[config.mk]
export PLATFORM = sky130hd
export DESIGN_NAME = p1_pool_write
export DESIGN_NICKNAME = d
export VERILOG_FILES = /design/src/rtl/p1_pkg.sv /design/src/rtl/p1_row_buf.sv /design/src/rtl/p1_pool_write.sv
export SDC_FILE = /design/constraint.sdc
export NUM_CORES = 1
export LEC_CHECK = 0
export CORE_MARGIN = 3
export CORE_UTILIZATION = 39
export CTS_BUF_LIST = sky130_fd_sc_hd__clkbuf_4 sky130_fd_sc_hd__clkbuf_8
export CTS_CLUSTER_DIAMETER = 30
export DETAILED_ROUTE_END_ITERATION = 12
export GPL_ROUTABILITY_DRIVEN = 0
export GPL_TIMING_DRIVEN = 0
export PLACE_DENSITY_LB_ADDON = 0.3
export REMOVE_ABC_BUFFERS = 1
export SYNTH_ARGS = -nofsm -noshare
export SYNTH_HDL_FRONTEND = slang
export SYNTH_SLANG_ARGS = --single-unit
[constraint.sdc]
create_clock -name clk -period 6.1 [get_ports clk]
set_clock_uncertainty 0.15 [all_clocks]
set_input_delay 1.22 -clock clk [delete_from_list [all_inputs] [get_ports clk]]
set_output_delay 1.22 -clock clk [all_outputs]
set_load 0.01 [all_outputs]
[src/rtl/p1_pkg.sv]
// Shared constants, FSM state type and signed-max helper for the pooling-1 write stage.
package p1_pkg;

    localparam int unsigned IMG_W     = 24;
    localparam int unsigned IMG_H     = 24;
    localparam int unsigned DW        = 16;
    localparam int unsigned AW        = 8;
    localparam int unsigned P1_PIXELS = (IMG_W / 2) * (IMG_H / 2);
    localparam int unsigned RB_DEPTH  = IMG_W / 2;
    localparam int unsigned RB_AW     = $clog2(RB_DEPTH);
    localparam int unsigned COL_W     = $clog2(IMG_W);
    localparam int unsigned ROW_W     = $clog2(IMG_H);

    typedef enum logic [1:0] {
        IDLE = 2'd0,
        RUN  = 2'd1,
        LAST = 2'd2,
        DONE = 2'd3
    } p1_state_t;

    // Signed max; on a tie either operand is the same value.
    function automatic logic [DW-1:0] smax(input logic [DW-1:0] a, input logic [DW-1:0] b);
        return ($signed(a) > $signed(b)) ? a : b;
    endfunction

endpackage

[src/rtl/p1_row_buf.sv]
// Half-row buffer holding the horizontal pair maxima of the even row of each window row pair.
module p1_row_buf
    import p1_pkg::*;
(
    input  logic             clk,
    input  logic             we,
    input  logic [RB_AW-1:0] waddr,
    input  logic [DW-1:0]    wdata,
    input  logic [RB_AW-1:0] raddr,
    output logic [DW-1:0]    rdata_c
);

    // Contents are always written on the even row before the odd row reads them.
    logic [DW-1:0] mem_q [RB_DEPTH];

    always_ff @(posedge clk) begin
        if (we) begin
            mem_q[waddr] <= wdata;
        end
    end

    assign rdata_c = mem_q[raddr];

endmodule

[src/rtl/p1_pool_write.sv]
// Pooling-1 stage: 2x2 stride-2 max pooling of the conv1 raster stream into P1 memory.
module p1_pool_write
    import p1_pkg::*;
(
    input  logic          clk,
    input  logic          reset,
    input  logic          start,
    input  logic          pix_valid,
    input  logic [DW-1:0] pix_data,
    output logic          pix_ready,
    output logic          wr_en,
    output logic [AW-1:0] wr_addr,
    output logic [DW-1:0] wr_data,
    output logic          done
);

    p1_state_t        state_q, state_d;
    logic [COL_W-1:0] col_q, col_d;
    logic [ROW_W-1:0] row_q, row_d;
    logic [AW-1:0]    out_idx_q, out_idx_d;
    logic [DW-1:0]    hold_q, hold_d;
    logic             pix_ready_q, pix_ready_d;
    logic             wr_en_q, wr_en_d;
    logic [AW-1:0]    wr_addr_q, wr_addr_d;
    logic [DW-1:0]    wr_data_q, wr_data_d;
    logic             done_q, done_d;

    logic             xfer_c;
    logic             col_end_c;
    logic             row_end_c;
    logic             rb_we_c;
    logic [DW-1:0]    pair_max_c;
    logic [DW-1:0]    rb_rdata_c;

    assign xfer_c     = pix_valid & pix_ready_q;
    assign col_end_c  = (col_q == COL_W'(IMG_W - 1));
    assign row_end_c  = (row_q == ROW_W'(IMG_H - 1));
    assign pair_max_c = smax(hold_q, pix_data);
    assign rb_we_c    = xfer_c & col_q[0] & ~row_q[0];

    p1_row_buf u_row_buf (
        .clk     (clk),
        .we      (rb_we_c),
        .waddr   (col_q[COL_W-1:1]),
        .wdata   (pair_max_c),
        .raddr   (col_q[COL_W-1:1]),
        .rdata_c (rb_rdata_c)
    );

    // Next-state, counters and output register inputs.
    always_comb begin
        state_d   = state_q;
        col_d     = col_q;
        row_d     = row_q;
        out_idx_d = out_idx_q;
        hold_d    = hold_q;
        wr_en_d   = 1'b0;
        wr_addr_d = wr_addr_q;
        wr_data_d = wr_data_q;

        case (state_q)
            IDLE, DONE: begin
                if (start) begin
                    state_d   = RUN;
                    col_d     = '0;
                    row_d     = '0;
                    out_idx_d = '0;
                    wr_addr_d = '0;
                end
            end
            RUN: begin
                if (xfer_c) begin
                    if (!col_q[0]) begin
                        hold_d = pix_data;
                    end else if (row_q[0]) begin
                        wr_en_d   = 1'b1;
                        wr_addr_d = out_idx_q;
                        wr_data_d = smax(rb_rdata_c, pair_max_c);
                        out_idx_d = out_idx_q + AW'(1);
                    end

                    if (col_end_c) begin
                        col_d = '0;
                        if (row_end_c) begin
                            row_d   = '0;
                            state_d = LAST;
                        end else begin
                            row_d = row_q + ROW_W'(1);
                        end
                    end else begin
                        col_d = col_q + COL_W'(1);
                    end
                end
            end
            LAST: begin
                state_d = DONE;
            end
            default: begin
                state_d = IDLE;
            end
        endcase

        pix_ready_d = (state_d == RUN);
        done_d      = (state_d == DONE);
    end

    always_ff @(posedge clk or posedge reset) begin
        if (reset) begin
            state_q     <= IDLE;
            col_q       <= '0;
            row_q       <= '0;
            out_idx_q   <= '0;
            hold_q      <= '0;
            pix_ready_q <= 1'b0;
            wr_en_q     <= 1'b0;
            wr_addr_q   <= '0;
            wr_data_q   <= '0;
            done_q      <= 1'b0;
        end else begin
            state_q     <= state_d;
            col_q       <= col_d;
            row_q       <= row_d;
            out_idx_q   <= out_idx_d;
            hold_q      <= hold_d;
            pix_ready_q <= pix_ready_d;
            wr_en_q     <= wr_en_d;
            wr_addr_q   <= wr_addr_d;
            wr_data_q   <= wr_data_d;
            done_q      <= done_d;
        end
    end

    assign pix_ready = pix_ready_q;
    assign wr_en     = wr_en_q;
    assign wr_addr   = wr_addr_q;
    assign wr_data   = wr_data_q;
    assign done      = done_q;

endmodule

== Word-level counts from Yosys, hierarchy flattened ==
Memories as Yosys holds them, arrays and structs flattened.
Cells that the tools add are included.
Storage, ports and cells
  register bits: 63
  latch bits: 0
  RAM bits: 192
  memory bits (read-only): 0
  bits of input ports: 20
  logic and storage cells: 71
  memories kept: 1
Memory list
  u_row_buf.mem_q: words 12, bits a word 16, rd ports 1, clocked after memory_dff 0, wr ports 1, line p1_row_buf.sv:14  | logic [DW-1:0] mem_q [RB_DEPTH];
Operators by class
  add/sub/neg operators: 3
  multiply operators: 0
  div/mod/pow operators: 0
  $lt $le $gt $ge: 2
  eq/ne operators: 12
  shifts and indexed selects: 0
  multiplexer cells: 30
  bitwise operators: 5
  reduce and logical (&&, ||, !) cells: 8
Operators with widths (count)
  8-bit 2-to-1 mux: 7
  16-bit > comparator: 2
  16-bit 2-to-1 mux: 2
  8-bit one-hot mux with 2 select lines: 2
  5-bit 2-to-1 mux: 6
  5-bit one-hot mux with 2 select lines: 2
  5-bit by 1-bit adder with 5-bit output (second input constant): 2
  5-bit == test (second input constant): 2
  2-bit inequality test (second input constant): 5
  8-bit by 1-bit adder with 8-bit output (second input constant): 1
  2-bit 2-to-1 mux: 4
  4-bit AND reduction: 2
  2-bit == test (second input constant): 3
  1-bit 2-to-1 mux: 6
  2-bit one-hot mux with 3 select lines: 1
  3-bit AND reduction: 2
  5-bit AND reduction: 1
  2-bit by 1-bit == test with 1-bit output (second input constant): 2
  1-bit bitwise AND: 3
  2-bit logical NOT: 1
  1-bit NOT: 2
  2-bit nonzero test: 1
  2-bit OR reduction: 1

== Depth between registers and ports, before layout ==
Gate-level depths: netlist of the first run.
  depth after elaboration: 6
  depth in mapped cells: 21
  gate-level depth less buffers: 17

== Modules after synthesis ==
Synthesis of the first run repeated with hierarchy kept, for this count alone.
Second synthesis, totals
  cells, all modules: 796
  area total of the unflattened synthesis: 11529.8 µm²
By module, submodules not included
  p1_row_buf: times used 1, cells an instance 326, area each 7289.5 µm², seq. area each 5765.5 µm²
  p1_pool_write: times used 1, cells an instance 470, area each 4240.3 µm², seq. area each 1576.5 µm²

== Worst setup path after synthesis of the first run ==
OpenSTA, ideal clock, no wires.
  kind: input to register
  from: input pix_data[15]
  to: register wr_data_q[7] (netlist: wr_data[7])
  library setup time: 145 ps
  arrival: 4863 ps
  path slack: 941 ps
  cell stages on the path: 17
  buffers on the path: 3
  cells stage by stage: inv_1 ha_1 nand4_1 nor4_1 a221o_2 mux2i_2 buf_6 a221oi_2 ha_1 nand4_1 or4_1 o21bai_1 a31oi_1 nand2b_1 clkbuf_2 buf_4 o221ai_1
Between the ends
  cells in the longest elaborated chain, start to end: 4
Ends and longest elaborated chain
  start, declared: line p1_pool_write.sv:9  | input logic [DW-1:0] pix_data,
  16-bit > comparator: line p1_pkg.sv:23  | return ($signed(a) > $signed(b)) ? a : b;
  16-bit 2-to-1 mux (*): line p1_pkg.sv:23
  16-bit > comparator: line p1_pkg.sv:23
  16-bit 2-to-1 mux (*): line p1_pkg.sv:23
  end signal, assigned: line p1_pool_write.sv:128  | wr_data_q <= wr_data_d;
  end, declared: line p1_pool_write.sv:25  | logic [DW-1:0] wr_data_q, wr_data_d;
Mark *: on every way between the ends. The rest lies on a longest branch, timed or not.
A chain may end at the register's enable or synchronous reset.

== Worst setup path after layout of the first run ==
  from: input pix_data[15]
  to: register wr_data_q[9] (netlist: wr_data[9])
Same word-level chain as after synthesis.

==> results of run 1 <==
## state kept, by name, indices dropped and copies added, names as in the netlist
| name | flops |
|---|---|
| hold_q | 16 |
| wr_data | 16 |
| wr_en | 1 |
| wr_addr | 8 |
| state_q | 2 |
| u_row_buf.mem_q | 192 |
| done | 1 |
| pix_ready | 1 |
| out_idx_q | 8 |
| row_q | 5 |
| col_q | 5 |
## final cells by class
type	instances	area [µm²]	share of cell area, %
flip-flops and latches	255	7350	52.9
repair buffers	74	866	6.23
multi-input cells	449	3930	28.3
clock buffers	64	831	5.98
well taps	384	480	3.46
inverters	55	209	1.50
clock inverters	28	234	1.68
## layout by cell type (no fill, tap or decap), drive strengths merged, types with 19 or more instances in the layout
cell and count:
buf 28, clkbuf 64, clkdlybuf4s50 46, clkinv 19
dfrtp 63, edfxtp 192, ha 37, inv 59
mux4 48, nand2 123, nor2 27, o21ai 27
## what timing repair did
item,CTS,global route
setup buffers,8,1
pin swaps,0,1
hold buffers,0,0
endpoints found under the setup margin,16,16
cloned,0,1
gates resized for setup,18,1
## per-stage QoR
step	setup WS (ns)	setup TNS, ns	total power (µW)	hold WS, ns
2_1_floorplan	-0.855	-13.63	3810	0.326
3_3_place_gp	-3.51	-278.91	4410	0.302
3_5_place_dp	-2.09	-37.78	4480	0.306
4_1_cts	0.103	0	6420	0.318
5_1_grt	-0.000274	-0.000274	6770	0.349
6_report	0.187	0	6390	0.312
## critical path, delay by kind of cell
kind                     cells  cell delay (ns)
adder cells (fa/ha/maj)      2             0.57
AO/OA/AOI/OAI                5             1.35
buffers and inverters        5             1.16
AND/OR/NAND/NOR              5             1.70
multiplexers                 1             0.15
## power groups by stage
stage                     Clock (µW)  Combinational, µW  Sequential (µW)
after floorplan                    0               1260             2550
after global placement             0               1810             2600
after detailed placement           0               1920             2560
after CTS                       1820               2060             2530
after global routing            1910               2310             2550
final                           1780               2080             2530
## worst paths after layout
check / start / to / slack [ns] / depth (start not counted)
hold reg to reg: wr_addr[1] / wr_addr[1] / 0.31 / 2
hold / removal: wr_addr[1] / wr_addr[1] / 0.31 / 2
setup reg to reg: hold_q[15] / wr_data[9] / 1.07 / 16
min in group asynchronous: reset / hold_q[3] / 0.77 / 2
setup / recovery: pix_data[15] / wr_data[9] / 0.19 / 18
max in group asynchronous: reset / col_q[3] / 4.51 / 3
## kinds of logic (layout without fill, tap and decap cells)
| family | count (synthesis) | count (layout) | synth area share, % |
|---|---|---|---|
| AND/OR/NAND/NOR | 211 | 212 | 8.13 |
| buffers and inverters | 96 | 221 | 3.39 |
| flip-flops | 255 | 255 | 64.0 |
| XOR/XNOR | 7 | 7 | 0.534 |
| AO/OA/AOI/OAI | 126 | 126 | 8.77 |
| multiplexers | 67 | 67 | 11.2 |
| adder cells (fa/ha/maj) | 37 | 37 | 4.03 |
## layer usage
layer	share of wire (%)	up-vias	track usage, %
met5	0	-	0
met4	2.5	0	5.60
met2	48	189	27.2
met3	5.4	57	3.55
met1	44	3419	23.1
li1	-	3210	-
==> impl_metrics.ini, run 1 <==
[timing]
setup_violating_endpoint_count_in_the_final_report = 0
fmaxAchievable_mhz = 169
timing.final.max_slew_violations = 0
timing.final.crit_share_pct = 96.9
timing.slew.headroom_pct = 21.6
layout_min_cycle_time_ns = 5.91
final_hold_viol_count = 0
worst-slew-pin-transition_ns = 1.17

[logic_synthesis]
synth.yosys.seq_area_share_pct = 64.0
yosysWarnings = 0
ys_types = 51
post_synth_edffs = 192
synth_top_area_share_pct = 50.2
postSynthRegisterBits = 255
synth_flop_cell = sky130_fd_sc_hd__edfxtp_1
netlist_instances = 799
synth_top_cells_by_area = sky130_fd_sc_hd__edfxtp_1 (50%), sky130_fd_sc_hd__dfrtp_1 (14%), sky130_fd_sc_hd__mux4_2 (9.4%)
syn_area_um2 = 11500
postSynth.asyncResetShare_pct = 24.7
synth_commonest_cells = sky130_fd_sc_hd__edfxtp_1 (192), sky130_fd_sc_hd__nand2_1 (123), sky130_fd_sc_hd__dfrtp_1 (63)
synthesis.area_per_instance_um2 = 14.4
synth.largest_area_cell = sky130_fd_sc_hd__edfxtp_1
synth.most_common_cell = sky130_fd_sc_hd__edfxtp_1

[worst_setup_path]
required_ns = 6.35
critPathSlowestCell = sky130_fd_sc_hd__or4_1
critPathLaunchType = primary input
data_arrival_at_the_endpoint_of_the_critical_path_ns = 6.17
worst-path-max-fanout = 21
end_kind = register
setup.worst_path.class = primary input to register
timing.critical_path.cells = clkdlybuf4s50_1, inv_1, ha_4, nand4_1, nor4_4, a21boi_4, buf_8, inv_1, mux2i_4, buf_8, a221oi_4, ha_1, nand4_1, or4_1, o21bai_1, a31oi_2, nand2b_4, o221ai_1
largest_stage_delay_worst_path_ns = 0.58

[grt]
grt_max_degree = 58
first_global_vias = 6897
global_route_usage_over_all_layers_pct = 16.9
global_route.overflow_total = 0
first_pass_grt_wire_length_um = 40500
grt_antenna_before_repair = 0

[pwr]
power_leakage_uw = 0.00512
power.switching_fraction_pct = 33.9
power_per_cell_area_nw_per_um2 = 459
seqPwrFrac_pct = 39.6
clkPwrFrac_pct = 27.9
ir_drop_v = 0.000185
power.combinational.fraction_pct = 32.5
switching_power_uw = 2170
internal-power_uw = 4220

[min_path]
hold_removal_path_class = register to register

[detailed_routing]
drt_pre_antenna_iters = 4
drc_errors = 0
route.final.wire_length_um = 26300
routedWlPerCell_um = 20.1
final_antenna_net_count = 0
drt-initial-drc-count = 433
vias = 6875
post_drt_via_cell_ratio = 5.25

[run_status]
run_status = finished, final reports clean

[die]
num_io_pins = 47
die_area_um2 = 31500
core_area_um2 = 28900
rows = 62
floorplan.initialDensity_pct = 39.8
dieHeight_um = 178
die_width_um = 178

[cts]
tritoncts = done
cts.sink_count = 255
htreeDepth = 2
clk_transition_reported_paths_ns = 0.06
clkLatencyLatePin_ns = 0.57
numCtsBuffers = 50
ctsRootBufferMaster = sky130_fd_sc_hd__clkbuf_8
cts.path.max_buffers = 3

[layout]
syn2layout_area_growth_pct = 21.1
final_util_pct = 48.2
drive_gt1_share_pct = 22.6
finish.net_count = 942
antennaDiodeCount = 0
finish.cell_count_without_fillers = 1309
finish.instance_area_um2 = 13900
final.fill_count = 2470

[placed_design]
placement.cell_area_um2 = 12600
dpl.hpwl_um = 17000
port_buffers = 46
place_inst = 1207

[job]
drv.max_cap_violation_count = 0
(Power assumes the default switching activity.)
==> inputs of run 2 (changes only) <==
--- a/config.mk
+++ b/config.mk
@@ -13,7 +13,7 @@
 export GPL_ROUTABILITY_DRIVEN = 0
 export GPL_TIMING_DRIVEN = 0
 export PLACE_DENSITY_LB_ADDON = 0.3
-export REMOVE_ABC_BUFFERS = 1
+export SETUP_SLACK_MARGIN = 0.02
 export SYNTH_ARGS = -nofsm -noshare
 export SYNTH_HDL_FRONTEND = slang
 export SYNTH_SLANG_ARGS = --single-unit
==> impl_metrics.ini, run 2 (synthesis gave the netlist of run 1 again) <==
[run_status]
run_status = finished, final reports clean

[timing]
fin_tns_setup_ns = 0
timing.final.crit_share_pct = 94.4
fmaxAchievable_mhz = 174
timing.slew.headroom_pct = 30.9
timing.final.max_slew_violations = 0
setup_violating_endpoint_count_in_the_final_report = 0
worst-slew-pin-transition_ns = 1.04
grt_setup_unrepaired = false
layout_min_cycle_time_ns = 5.76
final_hold_viol_count = 0

[cts]
ctsRootBufferMaster = sky130_fd_sc_hd__clkbuf_8
clk_transition_reported_paths_ns = 0.06
numCtsBuffers = 58
tritoncts = done
clkLatencyLatePin_ns = 0.62
cts.sink_count = 255
cts.path.max_buffers = 3
htreeDepth = 2
cts_setup_buffers = 0

[detailed_routing]
vias = 7033
final_antenna_net_count = 0
drc_errors = 0
drt_pre_antenna_iters = 5
routedWlPerCell_um = 19.2
drt-initial-drc-count = 406
post_drt_via_cell_ratio = 5.22
route.final.wire_length_um = 25800

[worst_setup_path]
rr_startpoint = hold_q[15]
rr_worst_depth = 16
crit_path_end = wr_data[0]
worst-path-max-fanout = 10
setup.worst_path.class = primary input to register
end_kind = register
critPathSlowestCell = sky130_fd_sc_hd__or4_1
worst_reg2reg_setup_slack_ns = 1.13
largest_stage_delay_worst_path_ns = 0.59
required_ns = 6.42
critPathLaunchType = primary input
timing.critical_path.cells = clkdlybuf4s50_1, inv_1, ha_1, nand4_1, nor4_2, a221o_2, mux2i_4, buf_6, a221oi_2, ha_1, nand4_1, or4_1, o21bai_1, a31oi_2, nand2b_1, clkbuf_2, buf_4, o221ai_1
crit_path_launch = pix_data[15]
data_arrival_at_the_endpoint_of_the_critical_path_ns = 6.07
ff_to_ff_end = wr_data[0]

[die]
floorplan.initialDensity_pct = 39.8
dieHeight_um = 178
rows = 62
die_width_um = 178
die_area_um2 = 31500
core_area_um2 = 28900
num_io_pins = 47

[layout]
drive_gt1_share_pct = 21.4
finish.instance_area_um2 = 14100
finish.net_count = 973
final_common_cell = sky130_fd_sc_hd__edfxtp_1
largest_reg_flops = 192
layout_common_cells = sky130_fd_sc_hd__edfxtp_1 (192), sky130_fd_sc_hd__nand2_1 (123), sky130_fd_sc_hd__clkbuf_8 (63), sky130_fd_sc_hd__dfrtp_1 (63), sky130_fd_sc_hd__inv_1 (54)
registers.top_by_ff_count = u_row_buf.mem_q
antennaDiodeCount = 0
final.fill_count = 2492
syn2layout_area_growth_pct = 22.8

[grt]
grt_max_degree = 64
first_pass_grt_wire_length_um = 40600
global_route_usage_over_all_layers_pct = 16.8
grt_antenna_before_repair = 0
global_route.overflow_total = 0
first_global_vias = 7251

[placed_design]
port_buffers = 46
placement.cell_area_um2 = 12600
dpl.hpwl_um = 17600

[job]
drv.max_cap_violation_count = 0

[min_path]
hold_removal_path_class = register to register
hold_path.startpoint = wr_addr[3]

[logic_synthesis]
synth.net_count = 856

[pwr]
ir_drop_v = 0.000192
power_leakage_uw = 0.00518
power_per_cell_area_nw_per_um2 = 487
==> run 2: worst min-delay path by stage <==
stage | to | cells after the start | slack [ns]
after floorplan | row_q[1] | 2 | 0.33
after CTS | wr_addr[3] | 2 | 0.32
final | wr_addr[3] | 2 | 0.31
after detailed placement | wr_addr[3] | 2 | 0.30
after global routing | wr_addr[5] | 2 | 0.36
after global placement | wr_addr[3] | 2 | 0.30
==> run 2: cell type report <==
type | instances | area [µm²] | area share [%]
plain buffers | 41 | 183 | 1.30
clock buffers | 69 | 912 | 6.47
clock inverters | 38 | 542 | 3.84
inverters | 55 | 209 | 1.48
multi-input cells | 448 | 3820 | 27.1
flip-flops and latches | 255 | 7340 | 52.1
well taps | 384 | 480 | 3.41
repair buffers | 57 | 607 | 4.30
==> run 2: report_power, final <==
group	switching [µW]	total, µW	leakage, µW	internal, µW
clock network	859	2340	0.000702	1490
registers	146	2480	0.00256	2340
logic	1280	2040	0.00192	763
total	2280	6870	0.00518	4590
==> run 2: metal layers <==
metal	track usage, %	part of all wire (%)	routed length (µm)	up-vias
met5	0	0	0	-
met4	6.12	2.6	660	0
met3	3.53	5.9	1540	49
met2	26.7	47	12100	198
met1	22.8	45	11600	3518
li1	-	-	-	3268
==> run 2: stage by stage <==
stage	worst slack (ns)	utilization (%)	hold WS [ns]	power (µW)	std cells
floorplan	0.941	-	0.326	3850	799
global placement	-0.445	43.0	0.302	4470	1229
detailed placement	-0.413	43.7	0.305	4530	1240
CTS	0.239	48.7	0.318	6900	1347
global route	0.0625	48.8	0.357	7270	1347
finish	0.342	48.8	0.309	6870	1347
==> run 2: critical path: cells and delay by family <==
family	cells	cell delay (ns)
AOI/OAI and AO/OA	5	1.01
adders and majority gates	2	0.67
buffers and inverters	5	1.28
muxes	1	0.36
and+or+nand+nor	5	1.50
==> run 2: repair_timing <==
item	CTS	global route
endpoints found under the setup margin	0	11
hold buffers	0	0
endpoints found under the hold margin	0	0
resized for setup	0	6
